$ cat src/rtl/elevator_car_ctrl_if.sv
// elevator_car_ctrl_if: selector/request inputs and car status outputs of the car controller.
// sel is a level-held target (3'b111 or >= NUM_FLOORS means none); served is its one-cycle acknowledge.
interface elevator_car_ctrl_if;
  logic [9:0] req;
  logic [2:0] sel;
  logic [2:0] current;
  logic       moving;
  logic       dir_up;
  logic       door_open;
  logic [9:0] served;

  modport master (
    output req, sel,
    input  current, moving, dir_up, door_open, served
  );

  modport slave (
    input  req, sel,
    output current, moving, dir_up, door_open, served
  );
endinterface

$ cat src/rtl/elevator_car_ctrl.sv
// elevator_car_ctrl: owns the car floor register, steps one floor per travel period and runs the door.
// Optional macro ELEV_ESTOP_EN adds an estop input that freezes travel and blocks departures.
module elevator_car_ctrl #(
  parameter int NUM_FLOORS    = 7,
  parameter int TRAVEL_CYCLES = 8,
  parameter int DOOR_CYCLES   = 4
) (
  input  logic                clk,
  input  logic                reset_n,
`ifdef ELEV_ESTOP_EN
  input  logic                estop,
`endif
  elevator_car_ctrl_if.slave  bus,
  output logic [2:0]          state_dbg
);

  localparam int TMAX = (TRAVEL_CYCLES > DOOR_CYCLES) ? TRAVEL_CYCLES : DOOR_CYCLES;
  localparam int TW   = $clog2(TMAX + 1);
  localparam logic [TW-1:0] TRAVEL_LOAD = TW'(TRAVEL_CYCLES - 1);
  localparam logic [TW-1:0] DOOR_LOAD   = TW'(DOOR_CYCLES - 1);
  localparam logic [2:0]    TOP_FLOOR   = 3'(NUM_FLOORS - 1);

  typedef enum logic [2:0] {
    IDLE      = 3'd0,
    MOVE_UP   = 3'd1,
    MOVE_DOWN = 3'd2,
    SETTLE    = 3'd3,
    DOOR      = 3'd4
  } state_t;

  state_t        state, state_n;
  logic [TW-1:0] timer, timer_n;
  logic [2:0]    cur_q, cur_n;
  logic          dir_q, dir_n;
  logic [9:0]    served_q, served_n;
  logic          halt;
  logic          sel_valid;
  logic          hold;
  logic          at_limit;

`ifdef ELEV_ESTOP_EN
  assign halt = estop;
`else
  assign halt = 1'b0;
`endif

  // 3'b111 is always "no target", even if NUM_FLOORS were ever raised to 8.
  assign sel_valid = (bus.sel != 3'b111) && (bus.sel <= TOP_FLOOR);
  assign hold      = |(bus.req & (10'h200 >> cur_q));
  assign at_limit  = (state == MOVE_UP) ? (cur_q == TOP_FLOOR) : (cur_q == 3'd0);

  always_ff @(posedge clk or negedge reset_n) begin
    if (!reset_n) begin
      state    <= IDLE;
      timer    <= '0;
      cur_q    <= 3'd0;
      dir_q    <= 1'b0;
      served_q <= 10'd0;
    end else begin
      state    <= state_n;
      timer    <= timer_n;
      cur_q    <= cur_n;
      dir_q    <= dir_n;
      served_q <= served_n;
    end
  end

  always_comb begin
    state_n  = state;
    timer_n  = timer;
    cur_n    = cur_q;
    dir_n    = dir_q;
    served_n = 10'd0;
    case (state)
      IDLE: begin
        if (sel_valid) begin
          if (bus.sel == cur_q) begin
            state_n  = DOOR;
            timer_n  = DOOR_LOAD;
            served_n = 10'h200 >> cur_q;
          end else if (!halt) begin
            timer_n = TRAVEL_LOAD;
            if (bus.sel > cur_q) begin
              state_n = MOVE_UP;
              dir_n   = 1'b1;
            end else begin
              state_n = MOVE_DOWN;
              dir_n   = 1'b0;
            end
          end
        end
      end
      MOVE_UP, MOVE_DOWN: begin
        // The step always completes once started; sel is not looked at here.
        if (at_limit) begin
          state_n = SETTLE;
        end else if (!halt) begin
          if (timer == '0) begin
            cur_n   = (state == MOVE_UP) ? cur_q + 3'd1 : cur_q - 3'd1;
            state_n = SETTLE;
          end else begin
            timer_n = timer - 1'b1;
          end
        end
      end
      SETTLE: begin
        state_n = IDLE;
      end
      DOOR: begin
        if (hold) begin
          timer_n = DOOR_LOAD;
        end else if (timer == '0) begin
          state_n = SETTLE;
        end else begin
          timer_n = timer - 1'b1;
        end
      end
      default: begin
        state_n = IDLE;
      end
    endcase
  end

  assign bus.current   = cur_q;
  assign bus.dir_up    = dir_q;
  assign bus.served    = served_q;
  assign bus.moving    = ((state == MOVE_UP) || (state == MOVE_DOWN)) && !halt;
  assign bus.door_open = (state == DOOR);
  assign state_dbg     = state;

endmodule
$ cat src/flat_wrapper.sv
// flat-port wrapper written by rule: the top's interface ports become plain ports
module elevator_car_ctrl_flat 
#(
  parameter int NUM_FLOORS    = 7,
  parameter int TRAVEL_CYCLES = 8,
  parameter int DOOR_CYCLES   = 4
)
  (clk, reset_n, state_dbg, bus_req, bus_sel, bus_current, bus_moving, bus_dir_up, bus_door_open, bus_served);
  elevator_car_ctrl_if bus_i ();
  input  logic clk;
  input  logic reset_n;
  output logic [2:0] state_dbg;
  input wire logic [$bits(bus_i.req)-1:0] bus_req;
  input wire logic [$bits(bus_i.sel)-1:0] bus_sel;
  output wire logic [$bits(bus_i.current)-1:0] bus_current;
  output wire logic [$bits(bus_i.moving)-1:0] bus_moving;
  output wire logic [$bits(bus_i.dir_up)-1:0] bus_dir_up;
  output wire logic [$bits(bus_i.door_open)-1:0] bus_door_open;
  output wire logic [$bits(bus_i.served)-1:0] bus_served;
  assign bus_i.req = bus_req;
  assign bus_i.sel = bus_sel;
  assign bus_current = bus_i.current;
  assign bus_moving = bus_i.moving;
  assign bus_dir_up = bus_i.dir_up;
  assign bus_door_open = bus_i.door_open;
  assign bus_served = bus_i.served;
  elevator_car_ctrl #(.NUM_FLOORS(NUM_FLOORS), .TRAVEL_CYCLES(TRAVEL_CYCLES), .DOOR_CYCLES(DOOR_CYCLES)) u_core (.clk(clk), .reset_n(reset_n), .bus(bus_i), .state_dbg(state_dbg));
endmodule
$ cat config.mk
export PLATFORM = sky130hd
export DESIGN_NAME = elevator_car_ctrl_flat
export DESIGN_NICKNAME = d
export VERILOG_FILES = /design/src/rtl/elevator_car_ctrl_if.sv /design/src/rtl/elevator_car_ctrl.sv /design/src/flat_wrapper.sv
export SDC_FILE = /design/constraint.sdc
export NUM_CORES = 1
export LEC_CHECK = 0
export CAP_MARGIN = 15
export CORE_MARGIN = 1
export CORE_UTILIZATION = 31
export CTS_BUF_LIST = sky130_fd_sc_hd__clkbuf_4
export CTS_CLUSTER_DIAMETER = 120
export DETAILED_ROUTE_END_ITERATION = 16
export PLACE_DENSITY = 0.63
export SETUP_SLACK_MARGIN = 0.02
export SLEW_MARGIN = 20
export SYNTH_ARGS = -nofsm -noshare
export SYNTH_HDL_FRONTEND = slang
export SYNTH_SLANG_ARGS = --single-unit
$ cat constraint.sdc
create_clock -name clk -period 2.5 [get_ports clk]
set_input_delay 0.375 -clock clk [delete_from_list [all_inputs] [get_ports clk]]
set_output_delay 0.375 -clock clk [all_outputs]
set_load 0.01 [all_outputs]
# [Yosys cells after proc, flatten, opt, wreduce, memory -nomap -nowiden]
# Cells that the tools add are included.
[totals] reg_bits=21 in_bits=15 out_inout_bits=19 word_cells=54
[op_classes] n_reduce_logical=12 shifts=1 addsub=3 n_eq_ne=9 order_cmp=2 bitwise_logic=3 n_mux=19
[ops] op="10-bit 2-to-1 mux" n=3
[ops] op="3-bit 2-to-1 mux" n=7
[ops] op="4-bit 2-to-1 mux" n=4
[ops] op="4-bit one-hot mux with 3 select lines" n=1
[ops] op="10-bit AND" n=1
[ops] op="10-bit OR reduction" n=1
[ops] op="10-bit by 3-bit >> shifter with 10-bit output, first input constant" n=1
[ops] op="3-bit one-hot mux with 3 select lines" n=1
[ops] op="3-bit AND reduction" n=3
[ops] op="3-bit equality test, second input constant" n=2
[ops] op="3-bit logical NOT" n=2
[ops] op="4-bit logical NOT" n=1
[ops] op="2-bit != test, second input constant" n=2
[ops] op="4-bit by 1-bit subtractor with 4-bit output, second input constant" n=1
[ops] op="3-bit by 1-bit adder with 3-bit output, second input constant" n=1
[ops] op="3-bit by 1-bit equality test with 1-bit output, second input constant" n=1
[ops] op="3-bit by 2-bit equality test with 1-bit output, second input constant" n=1
[ops] op="3-bit equality test" n=1
[ops] op="3-bit greater-than comparator" n=1
[ops] op="3-bit less-or-equal comparator, second input constant" n=1
[ops] op="3-bit != test, second input constant" n=1
[ops] op="3-bit nonzero test" n=1
[ops] op="3-bit by 1-bit subtractor with 3-bit output, second input constant" n=1
[ops] op="1-bit 2-to-1 mux" n=2
[ops] op="other kinds (7)" n=8

# [Depth between registers and ports, before layout]
# Gate-level depths: netlist (run 1).
[logic_depth] depth_word=5 ltp_mapped=8 depth_no_buf=7

# [Worst setup path before layout (run 1)]
# No wires, ideal clock.
[synth_path] path_type="register -> register" from="reg u_core.state[0], in the netlist u_core.state_dbg[0]" to="reg u_core.cur_q[1], in the netlist u_core.bus.current[1]" setup_slack_ns=0.578 setup_time_ns=0.125 arrival_ns=1.797 period_less_slack_ns=1.922 path_stages_with_launch=6 n_path_buf=1 required_ns=2.375 cell_sequence="dfrtp_1 buf_6 nor3b_2 mux2_2 o211ai_1 mux2_2"
[synth_between] elab_chain_cells=4 elab_cells_between_ends=7 classes_between="2 x eq/ne; 2 x mux; 1 x bitwise; 2 x reduce/logical"
[synth_lines] item="start: declaration" line_no="elevator_car_ctrl.sv:31" source="state_t state, state_n;"
[synth_lines] item="start signal: assignment" line_no="elevator_car_ctrl.sv:60" source="state <= state_n;"
[synth_lines] item="3-bit by 1-bit equality test with 1-bit output" line_no="elevator_car_ctrl.sv:50, elevator_car_ctrl.sv:74, elevator_car_ctrl.sv:99"
[synth_lines] item="1-bit 2-to-1 mux" line_no="elevator_car_ctrl.sv:50" source="assign at_limit = (state == MOVE_UP) ? (cur_q == TOP_FLOOR) : (cur_q == 3'd0);"
[synth_lines] item="1-bit inverter (no source line)"
[synth_lines] item="3-bit AND reduction (no source line)"
[synth_lines] item="end signal: assignment" line_no="elevator_car_ctrl.sv:62" source="cur_q <= cur_n;"
[synth_lines] item="end: declaration" line_no="elevator_car_ctrl.sv:33" source="logic [2:0] cur_q, cur_n;"
# Several ways; a longest one is shown, not always the timed one.
# A chain may end at the register's enable or synchronous reset.

# [Worst setup path after layout (run 1)]
[layout_path] from="reg u_core.state[1], in the netlist u_core.state_dbg[1]" to="out bus_moving"
[layout_between] elab_chain_cells=2 elab_cells_between_ends=3 classes_between="2 x eq/ne; 1 x reduce/logical"
[layout_lines] item="3-bit by 1-bit equality test with 1-bit output / 3-bit by 2-bit equality test with 1-bit output (equally long branches)" line_no="elevator_car_ctrl.sv:127" source="assign bus.moving = ((state == MOVE_UP) || (state == MOVE_DOWN)) && !halt;"
[layout_lines] item="1-bit logical OR (*)" line_no="elevator_car_ctrl.sv:127"
[layout_lines] item="end: declaration" line_no="flat_wrapper.sv:16" source="output wire logic [$bits(bus_i.moving)-1:0] bus_moving;"
# Mark *: on every way between the ends. The rest lies on a longest branch, timed or not.

==> impl_metrics.toml, run 1 <==
[sta]
whs_ns = 0.497
period_minus_slack_ns = 2.29
fmax_ghz = 0.436
setup_viol = 0
clock_skew_ns = 0.00971
tightestPinTransition_ns = 0.841
maxSlewHeadroom_pct = 43.7
fin_tns_setup_ns = 0
final-max-slew-violation-count = 0
finalHoldViolCount = 0
timing.final.ws_setup_ns = 0.205
timing.final.crit_share_pct = 91.8
rsz0062_at_grt = "false"

[cts]
cts_root_buffer = "clkbuf_4"
cts_setup_buffers = 0
clk_latency_ns = 0.30
ctsResizeCount = 0
clock-sinks = 19
cts_tree = "built"
cts_buffer_depth = 2
clk_pin_slew_ns = 0.12
htree_levels = 1
cts_buffers = 3
cts_hold_buf = 0

[synth]
synth_seq_cells = 19
syn_area_um2 = 1200
yosys_most_used_dff = "dfrtp_1"
synth_area_leader_cell = "dfrtp_1"
avgSynthCellArea_um2 = 9.79
yosys_warnings = 0
synth_top_area_share_pct = 39.5
ys_seq_area_share_pct = 39.5
async_flop_share_pct = 100
ys_top_cells_by_area = "dfrtp_1, nor2_1, ha_1"
synth_edf_count = 0
synth_cells = 123
yosysUniqueCellTypes = 42

[placement]
place_congestion = 0.762
dp_hpwl_um = 1980
place_ws_ns = 0.364
port_buffers = 29

[floorplan]
initial_core_util_pct = 32.6
row_count = 22
core_area_um2 = 3690
fp.dieH_um = 64.3
die_area_um2 = 4140
io_pins = 34
die_width_um = 64.3

[worst_setup_path]
path_cells = "xnor2_1, nor2_1, clkdlybuf4s50_1"
path_delay_family = "buffers and inverters"
worstSetupStartpointType = "flip-flop"
critPathCaptureType = "primary output"
worst_ep_required_time_ns = 2.12
reg2reg_slack_ns = 0.42
r2r_start = "u_core.bus.current[1]"
max_stage_delay_ns = 0.61
timing.critical_path.from = "u_core.state_dbg[1]"
crit_fanout = 13
worstPathArrival_ns = 1.92
cp_num_buf_inv = 1
cpMaxStageDelayCell = "clkdlybuf4s50_1"
worstSetupPathType = "reg2out"

[route]
drtAntennaViolNets = 0
drc = 0
wl_met2_um = 1260
wl_per_cell_um = 12.8
top_layer = "met4"
via_per_inst = 5.02
vias = 1009
met1Wirelength_um = 1120
dr_wl_met3_um = 157
drt_iter0_drc = 36
wl_um = 2560
firstDrtPassIters = 4

[global_routing]
grt_max_degree = 20
grt_pass1_vias = 998
grt_pass1_wl_um = 4550
grt_usage_pct = 13.9
antenna_found_initial = 0
overflow = 0

[power_and_ir_drop]
power.leakage_nw = 0.653
finalPower_mw = 1.73
pwr_density_cell_nw_per_um2 = 1110
ir_drop_mv = 0.568

[cells_and_area]
syn_to_final_growth_pct = 29.7
fillCellCount = 376
diodes = 0
drive_gt1_share_pct = 13.1
postLayoutCoreUtil_pct = 42.3
fin_nets = 174

[worst_hold_path]
min_from = "u_core.bus.dir_up"
min_path_type = "reg2reg"

[job]
max_cap_viol_count = 0

[run_status]
run_status = "complete, no violations"
area by class of cell:
class / count / area, µm² / area share, %
Multi-Input combinational cell: 91 / 657 / 42.1
Clock buffer: 3 / 22.5 / 1.44
Timing Repair Buffer: 32 / 313 / 20.0
Inverter: 7 / 26.3 / 1.68
Tap cell: 48 / 60.1 / 3.85
Clock inverter: 1 / 7.51 / 0.481
Sequential cell: 19 / 475 / 30.4
metal layers:
| metal | up-vias | track usage (%) |
|---|---|---|
| li1 | 478 | - |
| met1 | 488 | 17.4 |
| met2 | 39 | 23.8 |
| met3 | 4 | 3.21 |
| met4 | 0 | 3.89 |
| met5 | - | 0 |
logic make-up after synthesis:
kind of cell             share of synthesized area [%]
other                                            0.312
XOR/XNOR                                          3.64
AND/OR/NAND/NOR                                   23.9
adder cells (fa/ha/maj)                           5.82
buffers and inverters                             6.24
AO/OA/AOI/OAI                                     13.5
multiplexers                                      7.07
flip-flops                                        39.5
stage by stage:
stage / cells / cell area [µm²]
floorplan: 124 / 1210
global placement: 197 / 1530
detailed placement: 197 / 1530
CTS: 201 / 1560
global route: 201 / 1560
finish: 201 / 1560
cells in the mapped netlist (2+ instances only):
cell type and n:
mux2i_1 4, nor3b_1 4, a21o_1 2, a21oi_1 3
nor3_1 5, and3_1 2, dfrtp_1 19, or2_2 3
ha_1 4, nand2_1 9, buf_4 3, mux2_2 2
nor2_1 14, o21ai_1 3, xnor2_1 4, inv_1 7
nand2b_1 3, nand3_1 2, buf_2 3, o211ai_1 2
o21ai_0 4
worst register-to-register path, stage by stage (launching register included):
cell	delay, ns
dfrtp_1	0.61
inv_1	0.11
ha_1	0.33
a21o_1	0.16
a21oi_1	0.28
nor3_1	0.09
o41a_1	0.37
cells in the final DEF (no fill, tap or decap), types with 3 or more instances in the layout:
| cell | synthesis | layout |
|---|---|---|
| nor2_1 | 14 | 14 |
| nand2b_1 | 3 | 3 |
| nor3_1 | 5 | 5 |
| o21ai_0 | 4 | 4 |
| nand2_1 | 9 | 9 |
| buf_4 | 3 | 3 |
| a21oi_1 | 3 | 3 |
| xnor2_1 | 4 | 4 |
| o21ai_1 | 3 | 3 |
| nor3b_1 | 4 | 4 |
| mux2i_1 | 4 | 4 |
| or2_2 | 3 | 3 |
| clkdlybuf4s50_1 | 0 | 29 |
| ha_1 | 4 | 4 |
| inv_1 | 7 | 7 |
| dfrtp_1 | 19 | 19 |
| clkbuf_4 | 0 | 3 |
worst paths after layout:
path | cells past startpoint | to
worst max-delay path | 3 | bus_moving
min in group asynchronous | 1 | u_core.bus.current[1]
worst max register to register | 6 | u_core.state_dbg[0]
max in group asynchronous | 1 | u_core.timer[3]
worst min register to register | 2 | u_core.bus.dir_up
worst min-delay path | 2 | u_core.bus.dir_up
state kept, by name (all words and copies together) (netlist names):
register	cells
u_core.timer	4
u_core.bus.current	3
u_core.bus.dir_up	1
u_core.bus.served	8
u_core.state_dbg	3
power breakdown:
| group | internal, mW | switching (mW) |
|---|---|---|
| sequential | 0.389 | 0.178 |
| combinational | 0.522 | 0.475 |
| clock | 0.0608 | 0.102 |
Power figures use the tool's default switching activity.
==> run 2, diff against run 1 <==
--- a/config.mk
+++ b/config.mk
@@ -6,12 +6,14 @@
 export NUM_CORES = 1
 export LEC_CHECK = 0
 export CAP_MARGIN = 15
+export CELL_PAD_IN_SITES_DETAIL_PLACEMENT = 1
+export CELL_PAD_IN_SITES_GLOBAL_PLACEMENT = 1
 export CORE_MARGIN = 1
 export CORE_UTILIZATION = 31
 export CTS_BUF_LIST = sky130_fd_sc_hd__clkbuf_4
 export CTS_CLUSTER_DIAMETER = 120
 export DETAILED_ROUTE_END_ITERATION = 16
-export PLACE_DENSITY = 0.63
+export PLACE_DENSITY = 0.77
 export SETUP_SLACK_MARGIN = 0.02
 export SLEW_MARGIN = 20
 export SYNTH_ARGS = -nofsm -noshare
==> run 2 against run 1 <==
Via count is 1.9% lower. Sequential share of layout area stayed put. Sequential power is essentially flat. Final area unchanged. Critical path depth unchanged. Largest cell class unchanged. Global-route usage is 2.0 points higher. Clock skew decreased by 0.0051 ns.
==> impl_metrics.toml, run 2 (synthesis results as in run 1) <==
[run_status]
run_status = "complete, no violations"

[cts]
cts_tree = "built"
htree_levels = 1
cts_root_buffer = "clkbuf_4"
cts_setup_buffers = 0
clk_pin_slew_ns = 0.11
clock-sinks = 19
cts_buffer_depth = 2
cts_hold_buf = 0
cts_buffers = 3
clk_latency_ns = 0.30
ctsResizeCount = 0

[cells_and_area]
final_area_um2 = 1560
diodes = 0
regArea_um2 = 475
stdcell_count = 201
layout_commonest_cell = "clkdlybuf4s50_1"
final_cell_mix = "clkdlybuf4s50_1, dfrtp_1, nor2_1"
drive_gt1_share_pct = 13.1
syn_to_final_growth_pct = 29.7
fin_nets = 174
largest_reg_flops = 8
fillCellCount = 433
multi_input_area_um2 = 657

[sta]
setup_viol = 0
period_minus_slack_ns = 2.32
final-max-slew-violation-count = 0
clock_skew_ns = 0.00464
maxSlewHeadroom_pct = 42.5
timing.final.crit_share_pct = 92.7
finalHoldViolCount = 0
fin_tns_setup_ns = 0
fmax_ghz = 0.431
tightestPinTransition_ns = 0.860
rsz0062_at_grt = "false"

[global_routing]
antenna_found_initial = 0
overflow = 0
grt_usage_pct = 16.0
grt_pass1_wl_um = 5010
grt_max_degree = 20
grt_pass1_vias = 1091

[route]
wl_per_cell_um = 14.4
firstDrtPassIters = 4
wl_um = 2890
drt_iter0_drc = 14
drc = 0
via_per_inst = 4.93
drtAntennaViolNets = 0
vias = 990

[worst_setup_path]
cp_num_buf_inv = 1
reg2reg_depth = 6
r2r_start = "u_core.bus.current[1]"
path_delay_family = "buffers and inverters"
r2r-end = "u_core.state_dbg[0]"
worstSetupPathType = "reg2out"
worstPathArrival_ns = 1.94
critPathCaptureType = "primary output"
reg2reg_slack_ns = 0.41
timing.critical_path.from = "u_core.state_dbg[1]"
crit_end = "bus_moving"
crit_fanout = 13
cpMaxStageDelayCell = "clkdlybuf4s50_1"
crit_cells = 3
worst_ep_required_time_ns = 2.12
max_stage_delay_ns = 0.61
worstSetupStartpointType = "flip-flop"
path_cells = "xnor2_1, nor2_1, clkdlybuf4s50_1"

[placement]
place_congestion = 0.802
port_buffers = 29
place_area_um2 = 1530
dp_hpwl_um = 2290
dp_cells = 197

[power_and_ir_drop]
power.leakage_nw = 0.653
ir_drop_mv = 0.426
pwr_density_cell_nw_per_um2 = 1120

[floorplan]
die_area_um2 = 4140
core_area_um2 = 3690
row_count = 22
initial_core_util_pct = 32.6
io_pins = 34
die_width_um = 64.3
fp.dieH_um = 64.3

[worst_hold_path]
min_from = "u_core.bus.dir_up"
hold_depth = 2
min_path_type = "reg2reg"

[job]
max_cap_viol_count = 0
[run 2: power by group]
| group | switching, mW | internal, mW | leakage (nW) |
|---|---|---|---|
| sequential | 0.177 | 0.389 | 0.248 |
| clock | 0.105 | 0.0610 | 0.0139 |
| combinational | 0.489 | 0.526 | 0.390 |
[run 2: metal layers]
layer  GRT usage [%]  vias up  routed length (µm)
li1                -      481                   -
met1            19.7      478                1330
met2            27.4       27                1420
met3            2.50        4                  98
met4            6.67        0                  46
met5               0        -                   0
[run 2: area by class of cell]
type	count	share of cell area [%]
multi-input combinational	91	42.1
clock buffer	3	1.44
timing repair buffer	32	20.0
tap	48	3.85
sequential	19	30.4
clock inverter	1	0.481
inverter	7	1.68
[run 2: worst min-delay path by stage]
stage	slack (ns)	to
4_1_cts	0.51	u_core.bus.dir_up
5_1_grt	0.55	u_core.bus.dir_up
2_1_floorplan	0.08	u_core.bus.current[0]
3_5_place_dp	0.48	u_core.bus.dir_up
3_3_place_gp	0.48	u_core.bus.dir_up
6_report	0.50	u_core.bus.dir_up
[run 2: worst register-to-register path, cell delays in order (launching register included)]
cell	delay, ns
dfrtp_1	0.61
inv_1	0.12
ha_1	0.32
a21o_1	0.16
a21oi_1	0.29
nor3_1	0.09
o41a_1	0.38
[run 2: per-stage QoR]
| stage | setup slack, ns | power [mW] | utilization [%] | hold slack, ns |
|---|---|---|---|---|
| floorplan | 0.578 | 1.26 | - | 0.0794 |
| global placement | 0.399 | 1.54 | 41.5 | 0.477 |
| detailed placement | 0.334 | 1.59 | 41.5 | 0.479 |
| CTS | 0.156 | 1.77 | 42.3 | 0.506 |
| global route | 0.0950 | 1.90 | 42.3 | 0.552 |
| finish | 0.182 | 1.75 | 42.3 | 0.496 |
